[src/rtl/spart_pkg.sv]
// Shared constants, FSM encoding and helpers
// for the SPART nibble-packet transmitter.
package spart_pkg;

  localparam logic [7:0] BAUD_DIV_DEF = 8'h50;
  localparam int         OVERSAMPLE   = 16;
  localparam logic [3:0] OS_LAST      = 4'(OVERSAMPLE - 1);
  localparam logic [3:0] STOP_BIT     = 4'd9;

  localparam logic [7:0] TERM_BYTE = 8'hF0;
  localparam logic [3:0] LAST_IDX  = 4'd14;

  localparam logic [2:0] A_N0  = 3'd1;
  localparam logic [2:0] A_N1  = 3'd2;
  localparam logic [2:0] A_N5  = 3'd3;
  localparam logic [2:0] A_N9  = 3'd4;
  localparam logic [2:0] A_N13 = 3'd5;

  typedef enum logic [1:0] {
    ST_IDLE,
    ST_LOAD,
    ST_SEND,
    ST_DONE
  } state_e;

  // A word write fills four consecutive nibbles
  // with the top nibble landing in the lowest one.
  function automatic logic [15:0] nib_order(
    input logic [15:0] d
  );
    return {d[3:0], d[7:4], d[11:8], d[15:12]};
  endfunction

endpackage

[src/rtl/uart_tx_shift.sv]
// UART frame shifter: start, 8 data LSB first, stop.
// In: clk, rst_n, tick, load, tx_byte. Out: txd, tx_busy.
module uart_tx_shift
  import spart_pkg::*;
(
  input  logic       clk,
  input  logic       rst_n,
  input  logic       tick,
  input  logic       load,
  input  logic [7:0] tx_byte,
  output logic       txd,
  output logic       tx_busy
);

  logic [9:0] sh_q, sh_d;
  logic [3:0] os_q, os_d;
  logic [3:0] bit_q, bit_d;
  logic       armed_q, armed_d;
  logic       act_q, act_d;
  logic       txd_q, txd_d;

  assign txd     = txd_q;
  assign tx_busy = armed_q | act_q;

  always_comb begin
    sh_d    = sh_q;
    os_d    = os_q;
    bit_d   = bit_q;
    armed_d = armed_q;
    act_d   = act_q;
    txd_d   = txd_q;
    if (load && !armed_q && !act_q) begin
      // Frame is staged; the line stays idle
      // until the next tick so bit edges align.
      sh_d    = {1'b1, tx_byte, 1'b0};
      armed_d = 1'b1;
    end else if (tick && armed_q) begin
      txd_d   = sh_q[0];
      sh_d    = {1'b1, sh_q[9:1]};
      armed_d = 1'b0;
      act_d   = 1'b1;
      os_d    = '0;
      bit_d   = '0;
    end else if (tick && act_q) begin
      if (os_q == OS_LAST) begin
        os_d = '0;
        if (bit_q == STOP_BIT) begin
          act_d = 1'b0;
          txd_d = 1'b1;
        end else begin
          txd_d = sh_q[0];
          sh_d  = {1'b1, sh_q[9:1]};
          bit_d = bit_q + 4'd1;
        end
      end else begin
        os_d = os_q + 4'd1;
      end
    end
  end

  always_ff @(posedge clk or negedge rst_n) begin
    if (!rst_n) begin
      sh_q    <= '1;
      os_q    <= '0;
      bit_q   <= '0;
      armed_q <= 1'b0;
      act_q   <= 1'b0;
      txd_q   <= 1'b1;
    end else begin
      sh_q    <= sh_d;
      os_q    <= os_d;
      bit_q   <= bit_d;
      armed_q <= armed_d;
      act_q   <= act_d;
      txd_q   <= txd_d;
    end
  end

endmodule

[src/rtl/spart_packet_tx.sv]
// SPART packet transmitter: 15 nibbles + terminator.
// In: clk, rst_n, wr_en, addr, data_in, start. Out: busy, done, txd.
module spart_packet_tx
  import spart_pkg::*;
#(
  parameter logic [7:0] BAUD_DIV = BAUD_DIV_DEF
) (
  input  logic        clk,
  input  logic        rst_n,
  input  logic        wr_en,
  input  logic [2:0]  addr,
  input  logic [15:0] data_in,
  input  logic        start,
  output logic        busy,
  output logic        done,
  output logic        txd
);

  state_e      state_q, state_d;
  logic [3:0]  idx_q, idx_d;
  logic [59:0] nib_q, nib_d;
  logic [7:0]  baud_q, baud_d;

  logic        tick;
  logic        load;
  logic        tx_busy;
  logic        wr_ok;
  logic [63:0] nib_all;
  logic [3:0]  cur_nib;
  logic [7:0]  tx_byte;

  assign tick   = (baud_q == 8'd0);
  assign baud_d = tick ? BAUD_DIV : baud_q - 8'd1;

  assign wr_ok = wr_en && (state_q == ST_IDLE);

  always_comb begin
    nib_d = nib_q;
    if (wr_ok) begin
      unique case (1'b1)
        (addr == A_N0):  nib_d[3:0]   = data_in[3:0];
        (addr == A_N1):  nib_d[19:4]  = nib_order(data_in);
        (addr == A_N5):  nib_d[35:20] = nib_order(data_in);
        (addr == A_N9):  nib_d[51:36] = nib_order(data_in);
        (addr == A_N13): nib_d[59:52] = {data_in[3:0], data_in[7:4]};
        default: ;
      endcase
    end
  end

  // Padding keeps the index in range when idx is 15.
  assign nib_all = {4'h0, nib_q};
  assign cur_nib = nib_all[{idx_q, 2'b00} +: 4];
  assign tx_byte = (idx_q > LAST_IDX) ? TERM_BYTE
                                      : {idx_q, cur_nib};

  always_comb begin
    state_d = state_q;
    idx_d   = idx_q;
    load    = 1'b0;
    unique case (state_q)
      ST_IDLE: begin
        if (start) begin
          idx_d   = 4'd0;
          state_d = ST_LOAD;
        end
      end
      ST_LOAD: begin
        load    = 1'b1;
        state_d = ST_SEND;
      end
      ST_SEND: begin
        if (!tx_busy) begin
          if (idx_q > LAST_IDX) begin
            state_d = ST_DONE;
          end else begin
            idx_d   = idx_q + 4'd1;
            state_d = ST_LOAD;
          end
        end
      end
      ST_DONE: state_d = ST_IDLE;
    endcase
  end

  assign busy = (state_q == ST_LOAD) ||
                (state_q == ST_SEND);
  assign done = (state_q == ST_DONE);

  always_ff @(posedge clk or negedge rst_n) begin
    if (!rst_n) begin
      state_q <= ST_IDLE;
      idx_q   <= '0;
      nib_q   <= '0;
      baud_q  <= BAUD_DIV;
    end else begin
      state_q <= state_d;
      idx_q   <= idx_d;
      nib_q   <= nib_d;
      baud_q  <= baud_d;
    end
  end

  uart_tx_shift u_shift (
    .clk     (clk),
    .rst_n   (rst_n),
    .tick    (tick),
    .load    (load),
    .tx_byte (tx_byte),
    .txd     (txd),
    .tx_busy (tx_busy)
  );

endmodule
[config.mk]
export PLATFORM = sky130hd
export DESIGN_NAME = spart_packet_tx
export DESIGN_NICKNAME = d
export VERILOG_FILES = /design/src/rtl/spart_pkg.sv /design/src/rtl/uart_tx_shift.sv /design/src/rtl/spart_packet_tx.sv
export SDC_FILE = /design/constraint.sdc
export NUM_CORES = 1
export LEC_CHECK = 0
export CORE_MARGIN = 2
export CORE_UTILIZATION = 58
export DETAILED_ROUTE_END_ITERATION = 8
export PLACE_DENSITY = 0.82
export SYNTH_ARGS = -nofsm -noshare
export SYNTH_HDL_FRONTEND = slang
export SYNTH_HIERARCHICAL = 1
export SYNTH_SLANG_ARGS = --single-unit
[constraint.sdc]
create_clock -name clk -period 5.1 [get_ports clk]
set_input_delay 0.765 -clock clk [delete_from_list [all_inputs] [get_ports clk]]
set_output_delay 0.765 -clock clk [all_outputs]
set_load 0.005 [all_outputs]
; Word-level counts from Yosys, hierarchy flattened
; Index checks and enable logic that the tools add are counted.
[op_classes]
n_eq_ne = 15
shifts = 1
n_reduce_logical = 29
n_mux = 33
n_addsub = 4
magnitude_cmp = 1
bitwise = 2
[op_table]
columns = cell, count
row1 = $shiftx A64 B7 Y4, 1
row2 = $mux W10, 5
row3 = $mux W4, 10
row4 = $mux W8, 2
row5 = $reduce_and A2 Y1, 7
row6 = $add A4 B1 Y4 const B, 3
row7 = $reduce_and A4 Y1, 3
row8 = $mux W1, 11
row9 = $reduce_bool A2 Y1, 5
row10 = $eq A4 B4 Y1 const B, 2
row11 = $logic_not A8 Y1, 1
row12 = $pmux W2 S4, 1
row13 = $pmux W4 S2, 1
row14 = $sub A8 B1 Y8 const B, 1
row15 = $eq A3 B2 Y1 const B, 2
row16 = $eq A3 B3 Y1 const B, 2
row17 = $mux W2, 3
row18 = $ne A2 B2 Y1 const B, 3
row19 = $reduce_and A3 Y1, 2
row20 = $reduce_bool A3 Y1, 2
row21 = $logic_and A1 B1 Y1, 5
row22 = $eq A2 B2 Y1 const B, 2
row23 = $gt A4 B4 Y1 const B, 1
row24 = $eq A3 B1 Y1 const B, 1
row25 = 8 further kinds, 9
[word_totals]
in_bits = 23
out_inout_bits = 3
reg_bits = 95
word_cells = 99

; Logic depth before layout (Yosys ltp)
[logic_depth]
word_depth = 6
depth_mapped = 9
ltp_nobuf = 7

; Hierarchy
; Netlist, hierarchy kept.
[modules_own_cells]
columns = module, cells_each, seq_area_each_um2, instances, area_per_inst_um2
row1 = spart_packet_tx, 279, 1854.3, 1, 3683.5
row2 = uart_tx_shift, 110, 513.0, 1, 1093.5

; Worst setup path before layout
; No wires, ideal clock.
[synth_timing]
path_type = register to register
startpoint = register baud_q[3]
endpoint = register u_shift.sh_q[1]
setup_slack_ps = 2994
path_buffers = 2
t_arrival_ps = 2023
synth_period_minus_slack_ps = 2106
required_ps = 5017
setup_time_ps = 83
stages_incl_launch_ff = 8
cell_sequence = dfrtp_1 -> nor4_1 -> and3_1 -> buf_2 -> inv_1 -> or3_1 -> buf_2 -> a221o_1
[synth_via]
elab_chain_len = 4
elab_cells_between_ends = 9
cone_classes = eq/ne (1) / mux (2) / reduce/logical (6)
[synth_rtl]
columns = element, line
row1 = from (decl), spart_packet_tx.sv:22  ; logic [7:0] baud_q, baud_d;
row2 = from (signal assigned), spart_packet_tx.sv:100  ; baud_q <= baud_d;
row3 = $logic_not A8 Y1 *, spart_packet_tx.sv:32  ; assign tick = (baud_q == 8'd0);
row4 = via tick, spart_packet_tx.sv:24  ; logic tick;
row5 = "$logic_and A1 B1 Y1, on equally long branches", "uart_tx_shift.sv:37, uart_tx_shift.sv:44"
row6 = "$ne A3 B1 Y1 (no source line), or another cell as far along", -
row7 = $reduce_and A3 Y1 (no source line) / $mux W10 (equally long branches), -
row8 = to (signal assigned), uart_tx_shift.sv:63  ; sh_q <= '1;
row9 = to (signal assigned), uart_tx_shift.sv:70  ; sh_q <= sh_d;
row10 = to (decl), uart_tx_shift.sv:15  ; logic [9:0] sh_q, sh_d;
; Mark *: on every way through the listed nets, which the timed path passes. The rest lies on a longest branch.
; A chain may end at the register's enable or synchronous reset.

; Worst setup path in the final report
[layout_timing]
startpoint = register baud_q[3]
endpoint = register u_shift.sh_q[7]
[layout_via]
elab_chain_len = 4
elab_cells_between_ends = 9
cone_classes = eq/ne (1) / mux (2) / reduce/logical (6)
[layout_rtl]
columns = element, line
row1 = $logic_not A8 Y1 *, spart_packet_tx.sv:32
row2 = "$logic_and A1 B1 Y1, on equally long branches", "uart_tx_shift.sv:37, uart_tx_shift.sv:44"
row3 = "$ne A3 B1 Y1 (no source line), or another cell as far along", -
row4 = $reduce_and A3 Y1 (no source line) / $mux W10 (equally long branches), -
; Every way passes the cells marked *; elsewhere a longest branch is shown, timed or not.

==> results by group <==
Detailed routing
  • WL final: 9.03 mm
  • Final ANT Viol Nets: 0
  • Vias/cell: 5.91
  • DRT iter0 DRCs: 191
  • DRT Pass-1 Iters: 4
  • Via count: 3,033
  • # DRC: 0
  • DR WL/cell: 17.6 microns

Logic synthesis
  • Async SR Flop Fraction: 1.00
  • Post-synth top area cell: dfrtp_1
  • Mean post-synth cell area: 12.3 sq um
  • Largest cells by area after synthesis: dfrtp_1 (43%), mux2_2 (12%), dfstp_2 (6.6%), mux4_2 (3.8%), ha_1 (3.1%)
  • Top cell type's share of synthesized area: 0.430
  • Top_reg_cell synth: dfrtp_1
  • Seq/Total Area, Yosys: 0.496
  • Mapped Cells: 389
  • Flops & latches, synth: 94
  • Mapped cell area: 4780 sq um
  • Post-synth EDFFs: 0
  • Distinct cells, synth: 53
  • Synth warnings: 6
  • Mapped Nets: 424

Timing
  • Final min period: 2.78 ns
  • Hold WS: 0.459 ns
  • Setup TNS: 0 ns
  • RSZ-0062 raised after global routing: no
  • Max-slew headroom: 0.352
  • Hold Vio Cnt, Final: 0
  • Final cycle utilization of the critical path: 0.545
  • Clock skew: 0.0143 ns
  • Max Clk Rate: 360 MHz
  • Setup Viol. Count Final: 0
  • Setup ws final: 2.32 ns
  • Max-slew violations: 0
  • Slew at the pin closest to its max-slew limit: 0.959 ns

Finish
  • Share of cells above drive strength 1: 0.267
  • Synthesis-to-finish area growth: 9.90%
  • Final core occ: 0.649
  • Highest-count cells in the layout ignoring fill and taps: dfrtp_1 (82), mux2_2 (51), clkdlybuf4s50_1 (24), nand2_1 (20)
  • Nets: 438
  • Antenna cells: 0
  • Most common cell after layout, fill and taps aside: dfrtp_1

CTS
  • H-tree levels: 3
  • Clk sink count: 94
  • Worst-path clk slew: 0.09 ns
  • CTS Buf Count: 9
  • Setup Fix Bufs, Post-CTS: 0
  • Cts repair resizes: 0
  • CTS Root Cell: clkbuf_8
  • Clock buffer depth: 2
  • CTS Hold Bufs: 0
  • CTS tree: done
  • Clock latency on the worst-skew pair: 0.37 ns

Worst setup path
  • Slowest Stage Delay on Critical Path: 0.70 ns
  • Startpoint class of the critical path: flop
  • Req. time, crit path: 5.38 ns
  • Critical path peak fanout: 23
  • Critical Path AT: 3.06 ns
  • Max stage delay cell, worst path: and3_1
  • Crit Path Class: reg2reg
  • CP Cell Sequence: nor4_1, and3_1, inv_1, or3_1, a221o_1
  • Crit. End Element: flop

GRT
  • Vias in the first global route: 3,093
  • Global route overflow: 0
  • Initial antenna violation count: 0
  • Largest net degree at the start of global routing: 59
  • All-Layer GR Usage: 0.226
  • Global-route wire length before repair: 15.5 mm

Pwr
  • Psw: 0.748 mW
  • Clock share of power: 0.203
  • Sw frac: 0.303
  • Reg power frac: 0.493
  • Logic pwr share: 0.304
  • Pleak: 2.22 nW
  • Pint: 1.72 mW
  • VDD IR-drop max: 0.269 mV
  • Pwr/cell area: 470 nW/um^2
  • PnR Total Power: 2.47 mW

Floorplanning
  • Initial core utilization: 0.590
  • Overall die height: 94.8 microns
  • Total die area: 8980 sq um
  • Core area: 8090 sq um
  • Chip Width: 94.8 microns
  • Row cnt: 33
  • Top Ports: 26

Job
  • Max cap viols: 0

Placed design
  • Pre-CTS setup slack: 2.33 ns
  • Port Buffer Count: 25
  • Dpl hpwl: 6.05 mm
  • Placer Congestion: 0.767

Run status
  • Status: finished clean

Worst hold path
  • HP Class: in2async
## logic make-up after synthesis
| logic type | share of synthesized area |
|---|---|
| compound gates | 0.0856 |
| xor+xnor | 0.0110 |
| fa+ha+maj | 0.0314 |
| buf+inv | 0.0359 |
| flops | 0.496 |
| mux | 0.219 |
| simple gates | 0.122 |
## cells in the mapped netlist, drive strengths merged (2+ instances only)
master / instances
a21o: 2
nand3b: 3
and2: 4
nand2b: 6
nor2: 18
dfrtp: 82
o211ai: 4
a221oi: 4
a21oi: 6
mux4: 8
xor2: 3
a221o: 8
clkbuf: 14
mux2i: 13
a22o: 5
inv: 10
nor4b: 3
nand3: 12
nand2: 21
mux2: 62
or3: 3
xnor2: 3
buf: 11
nor4: 3
o21ai: 18
o31ai: 3
dfstp: 12
nor3: 8
nor2b: 13
o41ai: 2
ha: 12
## power groups by stage
stage	registers [mW]	clock network [mW]	logic [mW]
6_report	1.22	0.501	0.751
5_1_grt	1.26	0.544	0.830
4_1_cts	1.22	0.512	0.757
3_5_place_dp	1.23	0	0.753
3_3_place_gp	1.21	0	0.726
2_1_floorplan	1.14	0	0.640
## worst max-delay path: cells and delay by family, from the launching register on
family	cells	cell delay, ns
buf+inv	1	0.24
flops	1	0.44
compound gates	1	0.38
simple gates	3	1.63
## layer usage
layer  track usage  part of all wire  vias up
met2         0.363              0.50       44
met4        0.0713             0.012        0
met1         0.315              0.46     1543
met5             0                 0        -
li1              -                 -     1437
met3        0.0391             0.030        9
## cell type report
cell class              instances  area (sq um)
fillers                       629          2840
flip-flops and latches         94          2370
multi-input cells             260          2240
repair buffers                 28           270
clock buffers                  11           141
well taps                     105           131
clock inverters                 5          57.6
inverters                      10          37.5
## registers in the layout (all words and copies together) (netlist names)
signal and flops:
state_q 2, u_shift/armed_q 1, nib_q 60, u_shift/txd 1, u_shift/os_q 4, u_shift/act_q 1
idx_q 4, u_shift/bit_q 4, u_shift/sh_q 9, baud_q 8
## per-stage QoR
step                cells  cell area, sq um
finish                513              5250
global route          513              5250
CTS                   513              5240
detailed placement    497              5040
global placement      497              5040
floorplan             389              4780
## worst paths after layout
path	start	to	slack (ns)	depth (start not counted)
setup / recovery	baud_q[3]	u_shift/sh_q[7]	2.32	5
hold / removal	rst_n	u_shift/bit_q[1]	0.46	1
setup reg to reg	baud_q[3]	u_shift/sh_q[7]	2.32	5
hold reg to reg	baud_q[0]	baud_q[0]	0.48	1
max in group asynchronous	rst_n	u_shift/sh_q[3]	3.67	2
min in group clk	baud_q[0]	baud_q[0]	0.48	1
Power figures use the tool's default switching activity.
==> RTL change 1 (same settings) <==
Take the reset off `os_q` and load it in a clocked block of its own.
--- a/src/rtl/uart_tx_shift.sv
+++ b/src/rtl/uart_tx_shift.sv
@@ -61,14 +61,12 @@
   always_ff @(posedge clk or negedge rst_n) begin
     if (!rst_n) begin
       sh_q    <= '1;
-      os_q    <= '0;
       bit_q   <= '0;
       armed_q <= 1'b0;
       act_q   <= 1'b0;
       txd_q   <= 1'b1;
     end else begin
       sh_q    <= sh_d;
-      os_q    <= os_d;
       bit_q   <= bit_d;
       armed_q <= armed_d;
       act_q   <= act_d;
@@ -76,5 +74,9 @@
     end
   end
 
+  always_ff @(posedge clk) begin
+    os_q <= os_d;
+  end
+
 endmodule
 
Check against the original RTL: no difference found for any inputs over 10 cycles, from zero or initial values and one cycle with rst_n low; that may be too few to reach the edited logic, so the function may still have changed.
==> RTL change 1 against the unedited design <==
Design area increased by 0.36%; total power decreased by 0.13%; maximum frequency increased by 5.4%; clock power increased by 12%; critical path depth unchanged; non-clock buffer count unchanged; area after synthesis decreased by 0.29%; sequential cell count unchanged; routed wire length increased by 2.9%; combinational power decreased by 9.7%; critical endpoint is now u_shift/sh_q[3]$_DFFE_PN1P_; setup slack improved by 0.14 ns.
==> RTL change 1: results (changes against the unedited design) <==
[status]
status = complete, no violations  ; unchanged

[synthesis]
synth-edff-count = 4  ; was 0
netlist_top_cells_area = dfrtp_1, mux2_2, dfstp_2, mux4_2, ha_1  ; unchanged
synth-seq-area-share = 0.501  ; was 0.496
synth_common_cells = dfrtp_1, mux2_2, nor2_1  ; was dfrtp_1, mux2_2, nand2_1
async_flop_share = 0.957  ; was 1.00
avgSynthCellArea_sq_um = 12.7  ; was 12.3 sq um
yosysTopAreaCellShare = 0.410  ; was 0.430
syn-num-nets = 409  ; was 424
synth_cell_types = 61  ; was 53

[finish]
nMultiInputCombCells = 246  ; was 260
clockBufferCount = 10  ; was 11
nets = 427  ; was 438
drive_gt1_frac = 0.285  ; was 0.267
final-nonclk-buf-share = 0.0513  ; was 0.0515
inverters = 13  ; was 10
fill_cells = 642  ; was 629
multi_input_area_share = 0.418  ; was 0.428

[pwr]
peakVddDrop_mv = 0.307  ; was 0.269 mV

[placed_design]
dp.cells = 486  ; was 497
hpwl_microns = 6110  ; was 6050 microns

[grt]
gr-usage-met3 = 0.0551  ; was 0.0391
first_global_vias = 3153  ; was 3093
grt.total_usage = 0.228  ; was 0.226
groute.layer.met2.usage = 0.385  ; was 0.363
grt_max_degree = 53  ; was 59
grt_pass1_wl_microns = 15600  ; was 15500 microns

[detailed_routing]
routed.top_layer = met4  ; unchanged
vias = 3024  ; was 3033
wl_met3_microns = 275  ; was 272 microns
met1Wirelength_microns = 4040  ; was 4110 microns
drtIter0Drc = 109  ; was 191
wl_per_cell_microns = 18.5  ; was 17.6 microns
wl_met2_microns = 4820  ; was 4530 microns
viasPerCell = 6.04  ; was 5.91

[sta]
slew_headroom = 0.335  ; was 0.352

[worst_setup_path]
r2r_end = u_shift/sh_q[3]$_DFFE_PN1P_  ; was u_shift/sh_q[7]$_DFFE_PN1P_
reg2reg_slack_ns = 2.46  ; was 2.32 ns
path_max_fanout = 19  ; was 23

-- RTL change 1: per-stage QoR --
stage | area (sq um) | hold slack [ns] | setup slack (ns)
after floorplan | 4760 | 0.427 | 3.08
after CTS | 5270 | 0.379 | 2.46
final | 5270 | 0.374 | 2.46
after global placement | 5040 | 0.441 | 2.62
after detailed placement | 5040 | 0.461 | 2.48
after global routing | 5270 | 0.392 | 2.23
-- RTL change 1: power by group --
part           internal (mW)  total, mW  switching, mW
Sequential              1.05       1.23          0.175
Combinational          0.412      0.678          0.265
Clock                  0.303      0.560          0.257
Total                   1.77       2.47          0.697
-- RTL change 1: kinds of logic after synthesis --
| logic type | Yosys count | share of synthesized area |
|---|---|---|
| DFF | 94 | 0.501 |
| buffers and inverters | 34 | 0.0368 |
| adders and majority gates | 12 | 0.0315 |
| and+or+nand+nor | 95 | 0.117 |
| muxes | 81 | 0.215 |
| xor gates and xnor gates | 6 | 0.0110 |
| AOI/OAI and AO/OA | 52 | 0.0875 |
==> RTL change 2 (config.mk and constraints unchanged) <==
Without the edit above. Set the package constant `BAUD_DIV_DEF` to 8'h3C (it was 8'h50).
--- a/src/rtl/spart_pkg.sv
+++ b/src/rtl/spart_pkg.sv
@@ -2,7 +2,7 @@
 // for the SPART nibble-packet transmitter.
 package spart_pkg;
 
-  localparam logic [7:0] BAUD_DIV_DEF = 8'h50;
+  localparam logic [7:0] BAUD_DIV_DEF = 8'h3C;
   localparam int         OVERSAMPLE   = 16;
   localparam logic [3:0] OS_LAST      = 4'(OVERSAMPLE - 1);
   localparam logic [3:0] STOP_BIT     = 4'd9;
Behaviour: same outputs for any inputs over 10 cycles, from zero or initial values and one cycle with rst_n low; that may be too few to reach the edited logic, so the function may still have changed.
==> RTL change 2 against the unedited design <==
Sequential share of layout area increased by 0.17 points; routed wire length increased by 0.14%; design area down 0.26%; setup slack got worse by 0.12 ns; highest routed layer unchanged; critical endpoint unchanged; total power decreased by 1.0%; clock skew down 0.0082 ns; maximum frequency is 4.2% lower; sequential cell count unchanged; core utilization fell by 0.17 points; combinational power shrank 1%; area after synthesis is 0.52% lower.
==> RTL change 2: results (changes against the unedited design) <==
[finish]
num_antenna_cells = 0  ; unchanged
reg_top3 = nib_q (60), u_shift/sh_q (9), baud_q (8)  ; unchanged
nets = 431  ; was 438
drive_gt1_frac = 0.267  ; about the same
seq_area_sq_mm = 0.00237  ; about the same
fill_cells = 623  ; was 629

[grt]
grt_pass1_wl_microns = 15400  ; was 15500 microns
grt.total_usage = 0.225  ; was 0.226
grt_max_degree = 51  ; was 59
first_global_vias = 3177  ; was 3093

[detailed_routing]
viasPerCell = 6.01  ; was 5.91
drtIter0Drc = 144  ; was 191
wl_per_cell_microns = 17.9  ; was 17.6 microns
wl_microns = 9040  ; was 9030 microns

[synthesis]
netlist_top_cells_area = dfrtp_1, mux2_2, dfstp_2, mux4_1, ha_1  ; was dfrtp_1, mux2_2, dfstp_2, mux4_2, ha_1
syn-num-nets = 414  ; was 424
synthCells = 380  ; was 389
synth_common_cells = dfrtp_1, mux2_2, nand2_1  ; unchanged
synth-seq-area-share = 0.499  ; was 0.496
synth_cell_types = 53  ; unchanged

[placed_design]
dpl_cell_area_sq_mm = 0.00504  ; about the same
dp.cells = 491  ; was 497
gp_congestion = 0.840  ; was 0.767
port_buffers = 25  ; unchanged
hpwl_microns = 6130  ; was 6050 microns

[clock_tree]
postCtsResizedCells = 0  ; unchanged
clockBufferDepth = 2  ; unchanged
clk_latency_ns = 0.36
h-tree-depth = 3  ; unchanged
clkSlewWorstSetupHoldPaths_ns = 0.09  ; about the same

[status]
status = complete, no violations  ; unchanged

[sta]
slew_headroom = 0.264  ; was 0.352
fin_skew_ns = 0.00606  ; was 0.0143 ns

[worst_setup_path]
cp.arrival_ns = 3.19  ; was 3.06 ns
path_max_fanout = 17  ; was 23

[pwr]
peakVddDrop_mv = 0.263  ; was 0.269 mV
leakagePower_nw = 2.19  ; was 2.22 nW
switchingPower_uw = 741  ; was 748 uW

==> RTL change 2: cells by family (layout without fill, tap and decap cells) <==
kind of cell / Yosys count / count (layout) / synth area share
mux: 83 / 83 / 0.223
compound gates: 56 / 56 / 0.0845
flops: 94 / 94 / 0.499
simple gates: 97 / 97 / 0.121
xor+xnor: 5 / 5 / 0.00922
buf+inv: 34 / 55 / 0.0345
fa+ha+maj: 11 / 11 / 0.0290
==> RTL change 2: critical path, cell delays in order, from the launching register on <==
cell and delay (ns):
dfrtp_1 0.41, inv_1 0.07, ha_1 0.26, nand3_1 0.11, or3_1 0.37, inv_1 0.40
inv_1 0.24, or3_1 0.60, a221o_1 0.39
==> RTL change 2: power groups by stage <==
stage | registers, mW | clock network (mW) | logic (mW)
2_1_floorplan | 1.13 | 0 | 0.614
6_report | 1.21 | 0.493 | 0.742
5_1_grt | 1.25 | 0.536 | 0.815
3_5_place_dp | 1.22 | 0 | 0.745
4_1_cts | 1.21 | 0.504 | 0.748
3_3_place_gp | 1.20 | 0 | 0.706
==> RTL change 2: routing by layer <==
metal | vias up | GRT usage | wire, microns
met3 | 21 | 0.0319 | 195
met4 | 0 | 0.0966 | 211
met1 | 1540 | 0.302 | 4140
li1 | 1428 | - | -
met5 | - | 0 | 0
met2 | 54 | 0.371 | 4490
==> RTL change 2: worst paths after layout <==
kind	cells past startpoint	endpoint	slack, ns	from
setup / recovery	8	u_shift/sh_q[7]$_DFFE_PN1P_	2.20	baud_q[0]$_DFF_PN0_
hold / removal	1	idx_q[0]$_DFFE_PN0P_	0.39	rst_n
setup reg to reg	8	u_shift/sh_q[7]$_DFFE_PN1P_	2.20	baud_q[0]$_DFF_PN0_
hold reg to reg	1	baud_q[0]$_DFF_PN0_	0.47	baud_q[0]$_DFF_PN0_
max in group asynchronous	2	nib_q[0]$_DFFE_PN0P_	3.67	rst_n
min in group clk	1	baud_q[0]$_DFF_PN0_	0.47	baud_q[0]$_DFF_PN0_
==> RTL change 2: cell type report <==
class / count / area share
sequential: 94 / 0.453
multi-input combinational: 252 / 0.424
timing repair buffer: 29 / 0.0530
clock buffer: 10 / 0.0263
tap: 105 / 0.0251
clock inverter: 5 / 0.0115
inverter: 11 / 0.00789
